File: src/rtl/rx_word_packer.sv
// Receive front end: strips preamble/SFD from the PHY byte stream and packs frame
// bytes big-endian into numbered 16-bit words. Optional CRC-32 check: RX_FCS_CHECK_EN.
//
// state      | meaning
// -----------+-----------------------------------------------------------
// S_IDLE     | waiting for the first 0x55 of a preamble
// S_PREAMBLE | counting 0x55 bytes, waiting for SFD 0xD5
// S_DATA     | frame payload: pairing bytes into words
// S_FLUSH    | padded odd tail word emitted, end-of-frame strobe next
// S_DROP     | bad preamble, ignore bytes until dv falls
module rx_word_packer #(
    parameter int MAX_WORDS    = 760,
    parameter int MIN_PREAMBLE = 1
) (
    input  logic        i_clk,
    input  logic        i_rst,
    input  logic [7:0]  i_rxd,
    input  logic        i_rx_dv,
    input  logic        i_rx_er,
    output logic [15:0] o_rx_data,
    output logic [9:0]  o_wordNum,
    output logic        o_data_valid,
    output logic        o_recvDn,
    output logic [10:0] o_byte_len,
    output logic        o_rx_err,
    output logic        o_fcs_err
);

    localparam logic [9:0] MAX_W   = 10'(MAX_WORDS);
    localparam logic [3:0] MIN_PRE = 4'(MIN_PREAMBLE);

    typedef enum logic [2:0] {
        S_IDLE,
        S_PREAMBLE,
        S_DATA,
        S_FLUSH,
        S_DROP
    } state_t;

    state_t      state, state_nxt;
    logic [3:0]  pre_cnt;
    logic        phase_hi;
    logic [7:0]  hi_byte;
    logic        start_frame;
    logic        end_frame;
    logic        word_room;
    logic        fcs_bad;

    assign word_room = (o_wordNum < MAX_W);

`ifdef RX_FCS_CHECK_EN
    logic [31:0] crc;

    function automatic logic [31:0] crc_step(input logic [31:0] c, input logic [7:0] d);
        logic [31:0] r;
        logic        fb;
        r = c;
        for (int i = 0; i < 8; i++) begin
            fb = r[31] ^ d[i];
            r  = {r[30:0], 1'b0} ^ (fb ? 32'h04C11DB7 : 32'h0);
        end
        return r;
    endfunction

    assign fcs_bad = (o_byte_len < 11'd4) || (crc != 32'hC704DD7B);
`else
    assign fcs_bad   = 1'b0;
    assign o_fcs_err = 1'b0;
`endif

    always_ff @(posedge i_clk or posedge i_rst) begin
        if (i_rst) state <= S_IDLE;
        else       state <= state_nxt;
    end

    always_comb begin
        state_nxt   = state;
        start_frame = 1'b0;
        end_frame   = 1'b0;
        case (state)
            S_IDLE: begin
                if (i_rx_dv) state_nxt = (i_rxd == 8'h55) ? S_PREAMBLE : S_DROP;
            end
            S_PREAMBLE: begin
                if (!i_rx_dv) begin
                    state_nxt = S_IDLE;
                end else if (i_rxd == 8'h55) begin
                    state_nxt = S_PREAMBLE;
                end else if (i_rxd == 8'hD5 && pre_cnt >= MIN_PRE) begin
                    state_nxt   = S_DATA;
                    start_frame = 1'b1;
                end else begin
                    state_nxt = S_DROP;
                end
            end
            S_DATA: begin
                if (!i_rx_dv) begin
                    end_frame = 1'b1;
                    state_nxt = (!phase_hi && word_room) ? S_FLUSH : S_IDLE;
                end
            end
            S_FLUSH: state_nxt = S_IDLE;
            S_DROP: begin
                if (!i_rx_dv) state_nxt = S_IDLE;
            end
            default: state_nxt = S_IDLE;
        endcase
    end

    always_ff @(posedge i_clk or posedge i_rst) begin
        if (i_rst) begin
            pre_cnt      <= 4'd0;
            phase_hi     <= 1'b1;
            hi_byte      <= 8'h00;
            o_rx_data    <= 16'h0000;
            o_wordNum    <= 10'd0;
            o_data_valid <= 1'b0;
            o_recvDn     <= 1'b0;
            o_byte_len   <= 11'd0;
            o_rx_err     <= 1'b0;
`ifdef RX_FCS_CHECK_EN
            o_fcs_err    <= 1'b0;
            crc          <= 32'hFFFF_FFFF;
`endif
        end else begin
            o_data_valid <= 1'b0;
            o_recvDn     <= 1'b0;

            if (state == S_IDLE) begin
                pre_cnt <= 4'd1;
            end else if (state == S_PREAMBLE && i_rx_dv && i_rxd == 8'h55 && pre_cnt != 4'hF) begin
                pre_cnt <= pre_cnt + 4'd1;
            end

            if (start_frame) begin
                phase_hi   <= 1'b1;
                o_rx_data  <= 16'h0000;
                o_wordNum  <= 10'd0;
                o_byte_len <= 11'd0;
                o_rx_err   <= 1'b0;
`ifdef RX_FCS_CHECK_EN
                o_fcs_err  <= 1'b0;
                crc        <= 32'hFFFF_FFFF;
`endif
            end

            if (state == S_DATA && i_rx_dv) begin
                if (o_byte_len != 11'h7FF) o_byte_len <= o_byte_len + 11'd1;
`ifdef RX_FCS_CHECK_EN
                crc <= crc_step(crc, i_rxd);
`endif
                if (phase_hi) begin
                    hi_byte  <= i_rxd;
                    phase_hi <= 1'b0;
                    if (i_rx_er) o_rx_err <= 1'b1;
                end else begin
                    phase_hi <= 1'b1;
                    if (word_room) begin
                        o_rx_data    <= {hi_byte, i_rxd};
                        o_wordNum    <= o_wordNum + 10'd1;
                        o_data_valid <= 1'b1;
                    end
                    if (i_rx_er || !word_room) o_rx_err <= 1'b1;
                end
            end

            // Odd tail is padded with 0x00; the done strobe waits one cycle behind it.
            if (end_frame) begin
                phase_hi <= 1'b1;
                if (!phase_hi && word_room) begin
                    o_rx_data    <= {hi_byte, 8'h00};
                    o_wordNum    <= o_wordNum + 10'd1;
                    o_data_valid <= 1'b1;
                end else begin
                    o_recvDn <= 1'b1;
                end
                o_rx_err <= o_rx_err | (!phase_hi && !word_room) | fcs_bad;
`ifdef RX_FCS_CHECK_EN
                o_fcs_err <= fcs_bad;
`endif
            end

            if (state == S_FLUSH) o_recvDn <= 1'b1;
        end
    end

endmodule

File: config.mk
export PLATFORM = sky130hd
export DESIGN_NAME = rx_word_packer
export DESIGN_NICKNAME = d
export VERILOG_FILES = /design/src/rtl/rx_word_packer.sv
export SDC_FILE = /design/constraint.sdc
export NUM_CORES = 1
export LEC_CHECK = 0
export ABC_AREA = 1
export CAP_MARGIN = 30
export CORE_UTILIZATION = 50
export CTS_BUF_LIST = sky130_fd_sc_hd__clkbuf_2 sky130_fd_sc_hd__clkbuf_4 sky130_fd_sc_hd__clkbuf_8
export DETAILED_ROUTE_END_ITERATION = 12
export PLACE_DENSITY = 0.76
export SETUP_SLACK_MARGIN = 0.5
export SLEW_MARGIN = 20
export SYNTH_ARGS = -nofsm -noshare
export SYNTH_HDL_FRONTEND = slang
export SYNTH_SLANG_ARGS = --single-unit
File: constraint.sdc
create_clock -name i_clk -period 2.3 [get_ports i_clk]
set_clock_uncertainty 0.1 [all_clocks]
set_input_delay 0.46 -clock i_clk [delete_from_list [all_inputs] [get_ports i_clk]]
set_output_delay 0.46 -clock i_clk [all_outputs]
set_load 0.02 [all_outputs]
; ---- Word level (Yosys, flattened, before mapping)
; Cells that the tools add are included.
[word_totals]
output_inout_bits = 41
regBits = 56
wordCells = 92
inputBits = 12
[op_classes]
muxes = 50
n_bitwise = 1
n_addsub = 3
n_reduce_logical = 15
eq_ne = 11
magnitude_cmp = 2
[op_table]
columns = operator, n
row1 = 2-to-1 mux 16 bit, 6
row2 = 2-to-1 mux 10 bit, 6
row3 = 2-to-1 mux 11 bit, 3
row4 = 2-to-1 mux 1 bit, 24
row5 = 2-to-1 mux 3 bit, 7
row6 = case mux 3 bit (4 select lines), 1
row7 = adder 11 x 1 -> 11 bit (second input constant), 1
row8 = inequality test 11 bit (second input constant), 1
row9 = adder 10 x 1 -> 10 bit (second input constant), 1
row10 = < comparator 10 bit (second input constant), 1
row11 = == test 8 x 7 -> 1 bit (second input constant), 1
row12 = == test 8 bit (second input constant), 1
row13 = 2-to-1 mux 4 bit, 2
row14 = logical AND 1 bit, 7
row15 = == test 3 x 2 -> 1 bit (second input constant), 2
row16 = inequality test 2 bit (second input constant), 3
row17 = adder 4 x 1 -> 4 bit (second input constant), 1
row18 = >= comparator 4 x 1 -> 1 bit (second input constant), 1
row19 = inequality test 4 bit (second input constant), 1
row20 = == test 3 x 1 -> 1 bit (second input constant), 1
row21 = == test 3 bit (second input constant), 1
row22 = zero test 3 bit, 1
row23 = AND reduction 3 bit, 1
row24 = nonzero test 3 bit, 1
row25 = 6 further kinds, 7

; ---- Logic depth before layout (Yosys ltp)
[logic_depth]
word_depth = 12
mapped_depth = 11
mapped_depth_nobuf = 10

; ---- Worst setup path after synthesis
; No wires, ideal clock.
[synth_timing]
path_type = register to register
from = reg o_byte_len[0]
to = reg o_byte_len[6]
stages_incl_launch_ff = 10
n_path_buf = 0
setup_ns = 0.065
setup_slack_ns = 0.601
arrival_ns = 1.534
required_time_ns = 2.135
synth_period_minus_slack_ns = 1.699
path_cell_list = dfrtp_1 > ha_1 > nand3_1 > nor2_2 > nand3_1 > nand2_1 > nand2_2 > nor2_4 > nand2_1 > nand2_1
[synth_via]
elab_chain_len = 3
elab_cells_between_ends = 4
classes_between = 1 x add/sub / 1 x eq/ne / 2 x mux
[synth_rtl]
columns = item, line
row1 = "start, declared", 24  ; output logic [10:0] o_byte_len,
row2 = "start signal, assigned", 148  ; if (o_byte_len != 11'h7FF) o_byte_len <= o_byte_len + 11'd1;
row3 = adder 11 x 1 -> 11 bit / inequality test 11 bit (equally long branches), 148
row4 = 2-to-1 mux 11 bit *, 148
row5 = 2-to-1 mux 11 bit *, 147  ; if (state == S_DATA && i_rx_dv) begin
; Mark *: on every way between the ends. The rest lies on a longest branch, timed or not.
; A chain may end at the register's enable or synchronous reset.

; ---- Final worst setup path
[layout_timing]
from = reg state[1]
to = reg o_rx_data[6]
[layout_via]
elab_chain_len = 8
elab_cells_between_ends = 11
classes_between = 2 x eq/ne / 8 x mux / 1 x reduce/logical
[layout_rtl]
columns = item, line
row1 = "start, declared", 40  ; state_t state, state_nxt;
row2 = "start signal, assigned", 73  ; else state <= state_nxt;
row3 = == test 3 x 1 -> 1 bit, 80  ; case (state)
row4 = 2-to-1 mux 1 bit, 80
row5 = 2-to-1 mux 16 bit, 135  ; if (start_frame) begin
row6 = 2-to-1 mux 16 bit, 158  ; if (word_room) begin
row7 = 2-to-1 mux 16 bit, 152  ; if (phase_hi) begin
row8 = 2-to-1 mux 16 bit, 147
row9 = 2-to-1 mux 16 bit, 170  ; if (!phase_hi && word_room) begin
row10 = 2-to-1 mux 16 bit *, 168  ; if (end_frame) begin
row11 = "end signal, assigned", 159  ; o_rx_data <= {hi_byte, i_rxd};
row12 = "end signal, assigned", 171  ; o_rx_data <= {hi_byte, 8'h00};
row13 = "end, declared", 20  ; output logic [15:0] o_rx_data,
; Marked as above.

==> flow_summary_export.csv <==
group,metric,value,unit
status,outcome,"complete, no violations",
floorplan,row_count,28,
yosys,synth_ff_type,"dfrtp_1",
grt,grt_pass1_wl,12.20,mm
layout,antennaDiodeCount,0,
detailed_routing,vias,2963,
layout,drive_above_1_share,0.1663,
cts,path_clk_slew,0.10,ns
setup_path,cp.arrival,1.85,ns
grt,grt_overflow_total,0,
yosys,synth_cell_types,35,
cts,cts_buffers,5,
sta,fin_tns_setup,0,ns
layout,stdcell_count,562,
sta,hold_viol,0,
yosys,avgSynthCellArea,7.501,sq um
floorplan,die_w,80.62,um
placed_design,io_buffers,51,
cts,clk_path_buf_depth,2,
setup_path,start_kind,"flop",
sta,rsz0062_at_grt,"true",
yosys,ys_top_cells_by_area,"dfrtp_1 45%, nand2_1 17%, nor2_1 5.3%, inv_1 5.0%, nand3_1 4.0%",
floorplan,initial_core_util,0.5189,
grt,grt_util_met1,0.3312,
layout,nets,503,
sta,period_share,0.7586,
sta,slew_viol_final,0,
yosys,yosys_warnings,0,
yosys,ys_ff_latch,56,
yosys,syn_nets,429,
layout,fill_cells,505,
floorplan,dieHeight,80.62,um
grt,globalRouteMet3Util,0.03750,
setup_path,crit_fanout,6,
grt,antenna_found_initial,0,
placed_design,gp_congestion,0.8414,
floorplan,io_pins,53,
grt,grt_pass1_vias,2635,
layout,layout_commonest_cell,"nand2_1",
hold_path,hold_path.class,"in2reg",
detailed_routing,drc_errors,0,
power_and_ir_drop,powerDensity,427.9,nW/um^2
detailed_routing,ant_nets,0,
yosys,ys_seq_area_frac,0.4538,
placed_design,hpwl,5.247,mm
power_and_ir_drop,p_leak,2.250,nW
yosys,yosysTopAreaCellShare,0.4453,
cts,ctsRootBufferMaster,"clkbuf_8",
yosys,synth_edf_count,0,
yosys,yosysTopAreaCell,"dfrtp_1",
yosys,netlist_instances,412,
grt,track_usage,0.2467,
sta,fmax,0.5731,GHz
layout,syn_to_final_growth,32.47,%
detailed_routing,wl_per_cell,14.22,um
detailed_routing,firstDrtPassIters,5,
cts,clk_latency,0.32,ns
floorplan,die_area,6500,sq um
sta,fin_crit,1.745,ns
floorplan,core_area,5956,sq um
yosys,async_flop_share,1.000,
sta,setup_viol,0,
cts,cts_tree,"yes",
grt,met2_usage,0.4076,
cts,clock_sinks,56,
placed_design,dp_cells,537,
grt,grt_max_degree,42,
setup_path,end_kind,"flop",
detailed_routing,routed_via_density,5.272,
power_and_ir_drop,worst_ir_drop_vdd,0.3016,mV
setup_path,required,2.41,ns
detailed_routing,drt_iter0_drc,200,
layout,final_cell_mix,"133 x nand2_1, 53 x dfrtp_1, 40 x nor2_1, 40 x dlygate4sd2_1, 37 x inv_1",
setup_path,critPathKind,"reg2reg",
cts,cts-htree-levels,2,
detailed_routing,wirelength,7.991,mm
sta,whs,0.3291,ns
yosys,syn_area,3090,sq um
layout,final_util,0.6874,
flow_run,cap_viol_max_count,0,
power_and_ir_drop,power,1.752,mW
grt,top_usage_layer,"met2",
==> worst max-delay path: stages (launching register included) <==
cell	delay (ns)
dfrtp_1	0.41
inv_2	0.07
nor3_4	0.21
buf_12	0.15
inv_2	0.05
nor2_4	0.21
buf_4	0.19
o21bai_1	0.15
a21oi_1	0.09
==> per-layer routing <==
metal  routed length, um  part of all wire
met5                   0                 0
met4                 156             0.020
met3                 438             0.055
met2                3890              0.49
met1                3506              0.44
==> where the power goes <==
group          leakage [nW]  internal (mW)  total [mW]  switching (mW)
logic                  1.51         0.0527       0.168           0.116
clock network        0.0510          0.241       0.570           0.328
registers             0.691          0.997        1.01          0.0168
total                  2.25           1.29        1.75           0.461
==> cells by family (layout without fill, tap and decap cells) <==
logic type,Yosys count,after routing,share of synthesized area
flip-flops,56,56,0.4538
AO/OA/AOI/OAI,43,43,0.07814
XOR/XNOR,8,8,0.02267
buffers and inverters,59,134,0.08056
AND/OR/NAND/NOR,240,240,0.3433
adder cells (fa/ha/maj),5,5,0.02024
other,1,1,0.001213
==> timing repair <==
item	4_1_cts	5_1_grt
cloned	0	2
gates resized for setup	43	42
pin swaps	4	15
buffers inserted	5	10
hold buffers	0	0
endpoints found under the setup margin	70	43
==> final timing paths <==
| kind | startpoint | end | slack (ns) | depth (start not counted) |
|---|---|---|---|---|
| max | state[1]$_DFFE_PP0P_ | o_rx_data[6]$_DFF_PP0_ | 0.56 | 8 |
| max in group asynchronous | i_rst | phase_hi$_DFFE_PP1P_ | 1.16 | 3 |
| min | i_rxd[7] | hi_byte[7]$_DFFE_PP0P_ | 0.33 | 3 |
| min reg2reg | o_rx_data[14]$_DFF_PP0_ | o_rx_data[14]$_DFF_PP0_ | 0.38 | 2 |
| min in group asynchronous | i_rst | o_rx_data[12]$_DFF_PP0_ | 0.36 | 2 |
| max reg2reg | state[1]$_DFFE_PP0P_ | o_rx_data[6]$_DFF_PP0_ | 0.56 | 8 |
==> sequential cells by signal (all words and copies together) (netlist names) <==
name          cells
o_rx_data        16
o_byte_len       11
o_wordNum        10
hi_byte           8
pre_cnt           4
state             3
o_data_valid      1
o_recvDn          1
o_rx_err          1
phase_hi          1
==> through the flow <==
stage | setup slack, ns | cell area [sq um]
after floorplan | 0.6011 | 3094
after global placement | 0.1239 | 3704
after detailed placement | 0.08736 | 3704
after CTS | 0.5134 | 3814
after global routing | 0.4498 | 4094
final | 0.5552 | 4094
==> cell type report <==
type,count,area [sq um],share of cell area
Clock buffer,6,82.58,0.02017
Clock inverter,2,10.01,0.002445
Inverter,52,200.2,0.04890
Multi-Input combinational cell,297,1545,0.3774
Sequential cell,56,1405,0.3432
Tap cell,75,93.84,0.02292
Timing Repair Buffer,74,757.0,0.1849
==> synthesized netlist by cell type, drive strengths merged, types with 4 or more instances <==
| cell type | n |
|---|---|
| inv | 49 |
| dfrtp | 55 |
| xor2 | 7 |
| nor2 | 51 |
| nand3 | 26 |
| a21oi | 16 |
| o22ai | 4 |
| o21ai | 14 |
| nand4 | 7 |
| ha | 5 |
| nor3 | 5 |
| o21bai | 6 |
| nand2 | 147 |
| buf | 7 |
Note: power is estimated with default switching activity, not from simulation.
